**src/rtl/huffman_pkg.sv**
```systemverilog
// Shared definitions for the Huffman tree builder and its downstream code generator.
package huffman_pkg;

    localparam int NODE_W      = 13;
    localparam int WEIGHT_W    = 8;
    localparam int NUM_NODES   = 7;
    localparam int NUM_LEAVES  = 4;

    localparam logic [3:0] PARENT_ROOT = 4'hF;
    localparam logic [3:0] PARENT_NONE = 4'h0;

    // Global phase encoding on the shared state bus
    localparam logic [1:0] ST_BUILD = 2'b01;
    localparam logic [1:0] ST_CODE  = 2'b10;

    // Node record field positions
    localparam int PARENT_MSB = 12;
    localparam int PARENT_LSB = 9;
    localparam int BRANCH_BIT = 8;
    localparam int WEIGHT_MSB = 7;
    localparam int WEIGHT_LSB = 0;

    typedef enum logic [1:0] {
        S_IDLE  = 2'b00,
        S_MERGE = 2'b01,
        S_DONE  = 2'b10
    } build_fsm_t;

    // Pack parent, branch and weight into one node record
    function automatic logic [NODE_W-1:0] make_node(input logic [3:0] parent,
                                                    input logic branch,
                                                    input logic [WEIGHT_W-1:0] weight);
        return {parent, branch, weight};
    endfunction

endpackage

```
**src/rtl/huffman_min2.sv**
```systemverilog
// Finds the two lowest-weight active nodes; on equal weight the lower index wins.
module huffman_min2 (
    input  logic [55:0] weights_i,
    input  logic [6:0]  active_i,
    output logic [2:0]  min1_o,
    output logic [2:0]  min2_o
);

    logic [7:0] best1_s;
    logic [7:0] best2_s;
    logic       found1_s;
    logic       found2_s;

    // Two ascending scans with strict less-than so the earliest index keeps ties
    always_comb begin
        min1_o   = 3'd0;
        min2_o   = 3'd0;
        best1_s  = 8'd0;
        best2_s  = 8'd0;
        found1_s = 1'b0;
        found2_s = 1'b0;
        for (int i = 0; i < 7; i++) begin
            if (active_i[i] && (!found1_s || (weights_i[i*8 +: 8] < best1_s))) begin
                found1_s = 1'b1;
                best1_s  = weights_i[i*8 +: 8];
                min1_o   = 3'(i);
            end else begin
                found1_s = found1_s;
            end
        end
        for (int i = 0; i < 7; i++) begin
            if (active_i[i] && (3'(i) != min1_o) &&
                (!found2_s || (weights_i[i*8 +: 8] < best2_s))) begin
                found2_s = 1'b1;
                best2_s  = weights_i[i*8 +: 8];
                min2_o   = 3'(i);
            end else begin
                found2_s = found2_s;
            end
        end
    end

endmodule

```
**src/rtl/build_huffman_tree.sv**
```systemverilog
// Builds the 7-node Huffman tree for four symbols, one merge per clock.
module build_huffman_tree
    import huffman_pkg::*;
(
    input  logic        CLK,
    input  logic        nRST,
    input  logic [1:0]  state,
    input  logic [5:0]  freq_1,
    input  logic [5:0]  freq_2,
    input  logic [5:0]  freq_3,
    input  logic [5:0]  freq_4,
    output logic [12:0] info_node_1,
    output logic [12:0] info_node_2,
    output logic [12:0] info_node_3,
    output logic [12:0] info_node_4,
    output logic [12:0] info_node_5,
    output logic [12:0] info_node_6,
    output logic [12:0] info_node_7,
    output logic        done
);

    build_fsm_t        fsm_q;
    logic [12:0]       node_q [0:6];
    logic [6:0]        active_q;
    logic [1:0]        k_q;
    logic              done_q;

    logic [55:0]       weights_s;
    logic [2:0]        min1_s;
    logic [2:0]        min2_s;
    logic [7:0]        w_min1_s;
    logic [7:0]        w_min2_s;
    logic [7:0]        sum_s;
    logic [3:0]        parent_s;
    logic [2:0]        target_s;
    logic [6:0]        active_d;

    assign weights_s = {node_q[6][WEIGHT_MSB:WEIGHT_LSB], node_q[5][WEIGHT_MSB:WEIGHT_LSB],
                        node_q[4][WEIGHT_MSB:WEIGHT_LSB], node_q[3][WEIGHT_MSB:WEIGHT_LSB],
                        node_q[2][WEIGHT_MSB:WEIGHT_LSB], node_q[1][WEIGHT_MSB:WEIGHT_LSB],
                        node_q[0][WEIGHT_MSB:WEIGHT_LSB]};

    huffman_min2 u_min2 (
        .weights_i (weights_s),
        .active_i  (active_q),
        .min1_o    (min1_s),
        .min2_o    (min2_s)
    );

    assign w_min1_s = node_q[min1_s][WEIGHT_MSB:WEIGHT_LSB];
    assign w_min2_s = node_q[min2_s][WEIGHT_MSB:WEIGHT_LSB];
    assign sum_s    = w_min1_s + w_min2_s;
    assign parent_s = 4'd5 + {2'b00, k_q};
    assign target_s = 3'd4 + {1'b0, k_q};

    // Retire both children and activate the freshly merged node
    always_comb begin
        active_d = (active_q & ~((7'b0000001 << min1_s) | (7'b0000001 << min2_s)))
                 | (7'b0000001 << target_s);
    end

    // Build FSM: load leaves, run three merges, then hold the finished tree
    always_ff @(posedge CLK or negedge nRST) begin
        if (!nRST) begin
            for (int i = 0; i < 7; i++) begin
                node_q[i] <= 13'h0000;
            end
            active_q <= 7'b0000000;
            k_q      <= 2'd0;
            done_q   <= 1'b0;
            fsm_q    <= S_IDLE;
        end else begin
            case (fsm_q)
                S_IDLE: begin
                    if (state == ST_BUILD) begin
                        node_q[0] <= make_node(PARENT_NONE, 1'b0, {2'b00, freq_1});
                        node_q[1] <= make_node(PARENT_NONE, 1'b0, {2'b00, freq_2});
                        node_q[2] <= make_node(PARENT_NONE, 1'b0, {2'b00, freq_3});
                        node_q[3] <= make_node(PARENT_NONE, 1'b0, {2'b00, freq_4});
                        node_q[4] <= 13'h0000;
                        node_q[5] <= 13'h0000;
                        node_q[6] <= 13'h0000;
                        active_q  <= 7'b0001111;
                        k_q       <= 2'd0;
                        done_q    <= 1'b0;
                        fsm_q     <= S_MERGE;
                    end else begin
                        done_q <= 1'b0;
                    end
                end
                S_MERGE: begin
                    if (state != ST_BUILD) begin
                        // Abort: a partial tree must never reach the code phase
                        for (int i = 0; i < 7; i++) begin
                            node_q[i] <= 13'h0000;
                        end
                        active_q <= 7'b0000000;
                        k_q      <= 2'd0;
                        done_q   <= 1'b0;
                        fsm_q    <= S_IDLE;
                    end else begin
                        node_q[min1_s] <= make_node(parent_s, 1'b0, w_min1_s);
                        node_q[min2_s] <= make_node(parent_s, 1'b1, w_min2_s);
                        active_q       <= active_d;
                        if (k_q == 2'd2) begin
                            node_q[6] <= make_node(PARENT_ROOT, 1'b1, sum_s);
                            k_q       <= 2'd0;
                            done_q    <= 1'b1;
                            fsm_q     <= S_DONE;
                        end else begin
                            node_q[target_s] <= make_node(PARENT_NONE, 1'b0, sum_s);
                            k_q              <= k_q + 2'd1;
                        end
                    end
                end
                S_DONE: begin
                    if (state != ST_BUILD) begin
                        done_q <= 1'b0;
                        fsm_q  <= S_IDLE;
                    end else begin
                        done_q <= 1'b1;
                    end
                end
                default: begin
                    done_q <= 1'b0;
                    fsm_q  <= S_IDLE;
                end
            endcase
        end
    end

    assign info_node_1 = node_q[0];
    assign info_node_2 = node_q[1];
    assign info_node_3 = node_q[2];
    assign info_node_4 = node_q[3];
    assign info_node_5 = node_q[4];
    assign info_node_6 = node_q[5];
    assign info_node_7 = node_q[6];
    assign done        = done_q;

endmodule

```
**config.mk**
```make
export PLATFORM = sky130hd
export DESIGN_NAME = build_huffman_tree
export DESIGN_NICKNAME = d
export VERILOG_FILES = /design/src/rtl/huffman_pkg.sv /design/src/rtl/huffman_min2.sv /design/src/rtl/build_huffman_tree.sv
export SDC_FILE = /design/constraint.sdc
export NUM_CORES = 1
export LEC_CHECK = 0
export BUFFER_PORTS_ARGS = -buffer_cell sky130_fd_sc_hd__buf_2
export CORE_MARGIN = 2
export CORE_UTILIZATION = 60
export DETAILED_ROUTE_END_ITERATION = 10
export GPL_TIMING_DRIVEN = 0
export PLACE_DENSITY_LB_ADDON = 0.15
export SLEW_MARGIN = 40
export SYNTH_ARGS = -nofsm -noshare
export SYNTH_HDL_FRONTEND = slang
export SYNTH_SLANG_ARGS = --single-unit
```
**constraint.sdc**
```tcl
create_clock -name CLK -period 81.7 [get_ports CLK]
set_input_delay 8.17 -clock CLK [delete_from_list [all_inputs] [get_ports CLK]]
set_output_delay 8.17 -clock CLK [all_outputs]
set_load 0.01 [all_outputs]
```
==> results.toml <==
[clocking]
postCtsResizedCells = 0
cts_made_buffers = 9
cts_tree = "done"
post_cts_buffers = 0
hold_buffers = 0
cts-root-buf = "clkbuf_16"
htreeDepth = 3
clockBufferDepth = 2
clk_latency_ns = 0.36
path_clk_slew_ns = 0.08
cts.sinks = 103

[logic_synthesis]
async_flop_share = 1.00
synth_cell_types = 90
synth_cells = 1304
syn_area_um2 = 10100
synth.avg_cell_area_um2 = 7.75
yosys_warnings = 0
synth_edf_count = 0
synth.area.top_cells = "dfrtp_1 (26%), ha_1 (12%), o21ai_0 (7.0%)"
synthesis.nets = 1432
synth_seq_cells = 103
synth_common_cells = "nand2_1 (153), o21ai_0 (141), nor2_1 (107)"
synthFlopType = "dfrtp_1"
ys_seq_area_frac = 0.255
yosysTopAreaCell = "dfrtp_1"
synth_top_area_frac = 0.255
synth_most_common_cell = "nand2_1"

[grt]
grt_pass1_vias = 10700
grt_max_degree = 66
antenna_found_initial = 1
grtUsageTotal = 0.448
grt_pass1_wl_mm = 61.0
grt-ovfl-total = 0

[timing]
hold_violations = 0
clock_skew_ns = 0.0121
post-route-period-util = 0.427
setup_viol = 0
min_period_ns = 34.85
fmax_mhz = 28.7
max_slew_margin = 0.369
setup_slack_ns = 46.85
slew_violations = 0
rsz0062_at_grt = "false"
tightest_slew_ns = 0.946
finalSetupTns_ns = 0

[routing]
drt-pass1-iter-count = 8
num_vias = 11500
drt_iter0_drc = 1644
routed_wl_mm = 40.9
route.detailed.drc = 0
ant_nets = 0
wl_per_cell_um = 24.6
drt-vias-per-instance = 6.92

[placed_design]
post-place-ws_ns = 48.12
place_inst = 1644
hpwlAfterDp_mm = 32.0
port_buffers = 119
gp_congestion = 1.03

[finish]
instances_no_fill = 1660
n_antenna_cell = 0
fillCellCount = 1450
regArea_um2 = 2580
layout-drive-gt1-share = 0.147
multi_input_area_um2 = 6960
nNetsFinal = 1563
syn_to_final_growth_pct = 12.0
fin_util = 0.685

[worst_hold_path]
holdCritPathClass = "reg2reg"

[setup_path]
crit_type = "reg2reg"
cp_max_fo = 10
critPathLaunchType = "register"
path_common_cell = "clkbuf_1"
crit_path_end_kind = "register"
critPathBufInv = 28
crit_required_ns = 81.98
cp_top_family = "compound AO/OA/AOI/OAI gates"
slowest_stage = "a2111oi_0"
worstPathArrival_ns = 35.13
slowest_delay_ns = 0.77

[run]
max-cap-violations = 0

[die]
core_um2 = 16500
row_count = 47
die_w_um = 134
io_pins = 120
dieArea_um2 = 17900
start_util = 0.612
die_h_um = 134

[outcome]
status = "complete, no violations"
-- cell usage in the layout, fill, tap and decap left out, types with 26 or more instances in the layout --
cell | Yosys | routed
nand2_1 | 153 | 153
o21ai_0 | 141 | 141
buf_2 | 12 | 130
nor2_1 | 107 | 107
a21oi_1 | 106 | 105
dfrtp_1 | 103 | 103
ha_1 | 99 | 99
inv_1 | 84 | 84
clkbuf_1 | 42 | 43
nand3_1 | 38 | 38
a21o_1 | 32 | 32
a22oi_1 | 26 | 26
-- routing by layer --
metal  up-vias  share of wire  global-route usage
met5         -              0                   0
met4         0          0.062               0.218
met3       199           0.13              0.0967
met2       904           0.43               0.690
met1      5293           0.38               0.599
li1       5089              -                   -
-- layout make-up --
class,count,share of cell area
sequential,103,0.228
clock inverter,6,0.00486
buffer,62,0.0242
inverter,84,0.0278
clock buffer,10,0.0202
timing repair buffer,120,0.0559
tap,220,0.0243
multi-input combinational,1055,0.615
-- sequential cells by signal, indices dropped and copies added, names as in the netlist --
signal       flops
info_node_3     13
info_node_7     13
info_node_4     13
info_node_2     13
k_q              2
active_q         7
info_node_6     13
info_node_1     13
info_node_5     13
fsm_q            2
done             1
-- path summary, 6_finish.rpt --
check	from	endpoint	slack [ns]	cells past startpoint
max	active_q[0]$_DFFE_PN0P_	info_node_5[7]$_DFFE_PN0P_	46.85	143
min	info_node_3[11]$_DFFE_PN0P_	info_node_3[11]$_DFFE_PN0P_	0.48	2
max reg2reg	active_q[0]$_DFFE_PN0P_	info_node_5[7]$_DFFE_PN0P_	46.85	143
min reg2reg	info_node_3[11]$_DFFE_PN0P_	info_node_3[11]$_DFFE_PN0P_	0.48	2
max in group asynchronous	nRST	active_q[1]$_DFFE_PN0P_	73.38	2
min in group asynchronous	nRST	info_node_7[12]$_DFFE_PN0P_	7.69	1
-- logic make-up (layout without fill, tap and decap cells) --
group,Yosys count,count (layout),synth area share
xor+xnor,8,8,0.00693
buf+inv,146,282,0.0583
compound gates,494,494,0.324
flops,103,103,0.255
fa+ha+maj,100,100,0.125
mux,39,39,0.0412
simple gates,414,414,0.190
-- metrics by stage --
step	area (um^2)	hold WS [ns]
floorplan	10100	0.475
global placement	11000	0.458
detailed placement	11000	0.466
CTS	11300	0.483
global route	11300	0.505
finish	11300	0.478
-- worst register-to-register path, delay by kind of cell, from the launching register on --
family / cells / cell delay [ns]
AND/OR/NAND/NOR: 30 / 5.17
XOR/XNOR: 1 / 0.19
buffers and inverters: 28 / 8.15
flip-flops: 1 / 0.34
AO/OA/AOI/OAI: 69 / 16.07
multiplexers: 2 / 0.81
adder cells (fa/ha/maj): 13 / 4.03
Power is left out: the tool's default activity adds up to more than one toggle a clock period on the data nets, which glitch-free logic cannot reach.
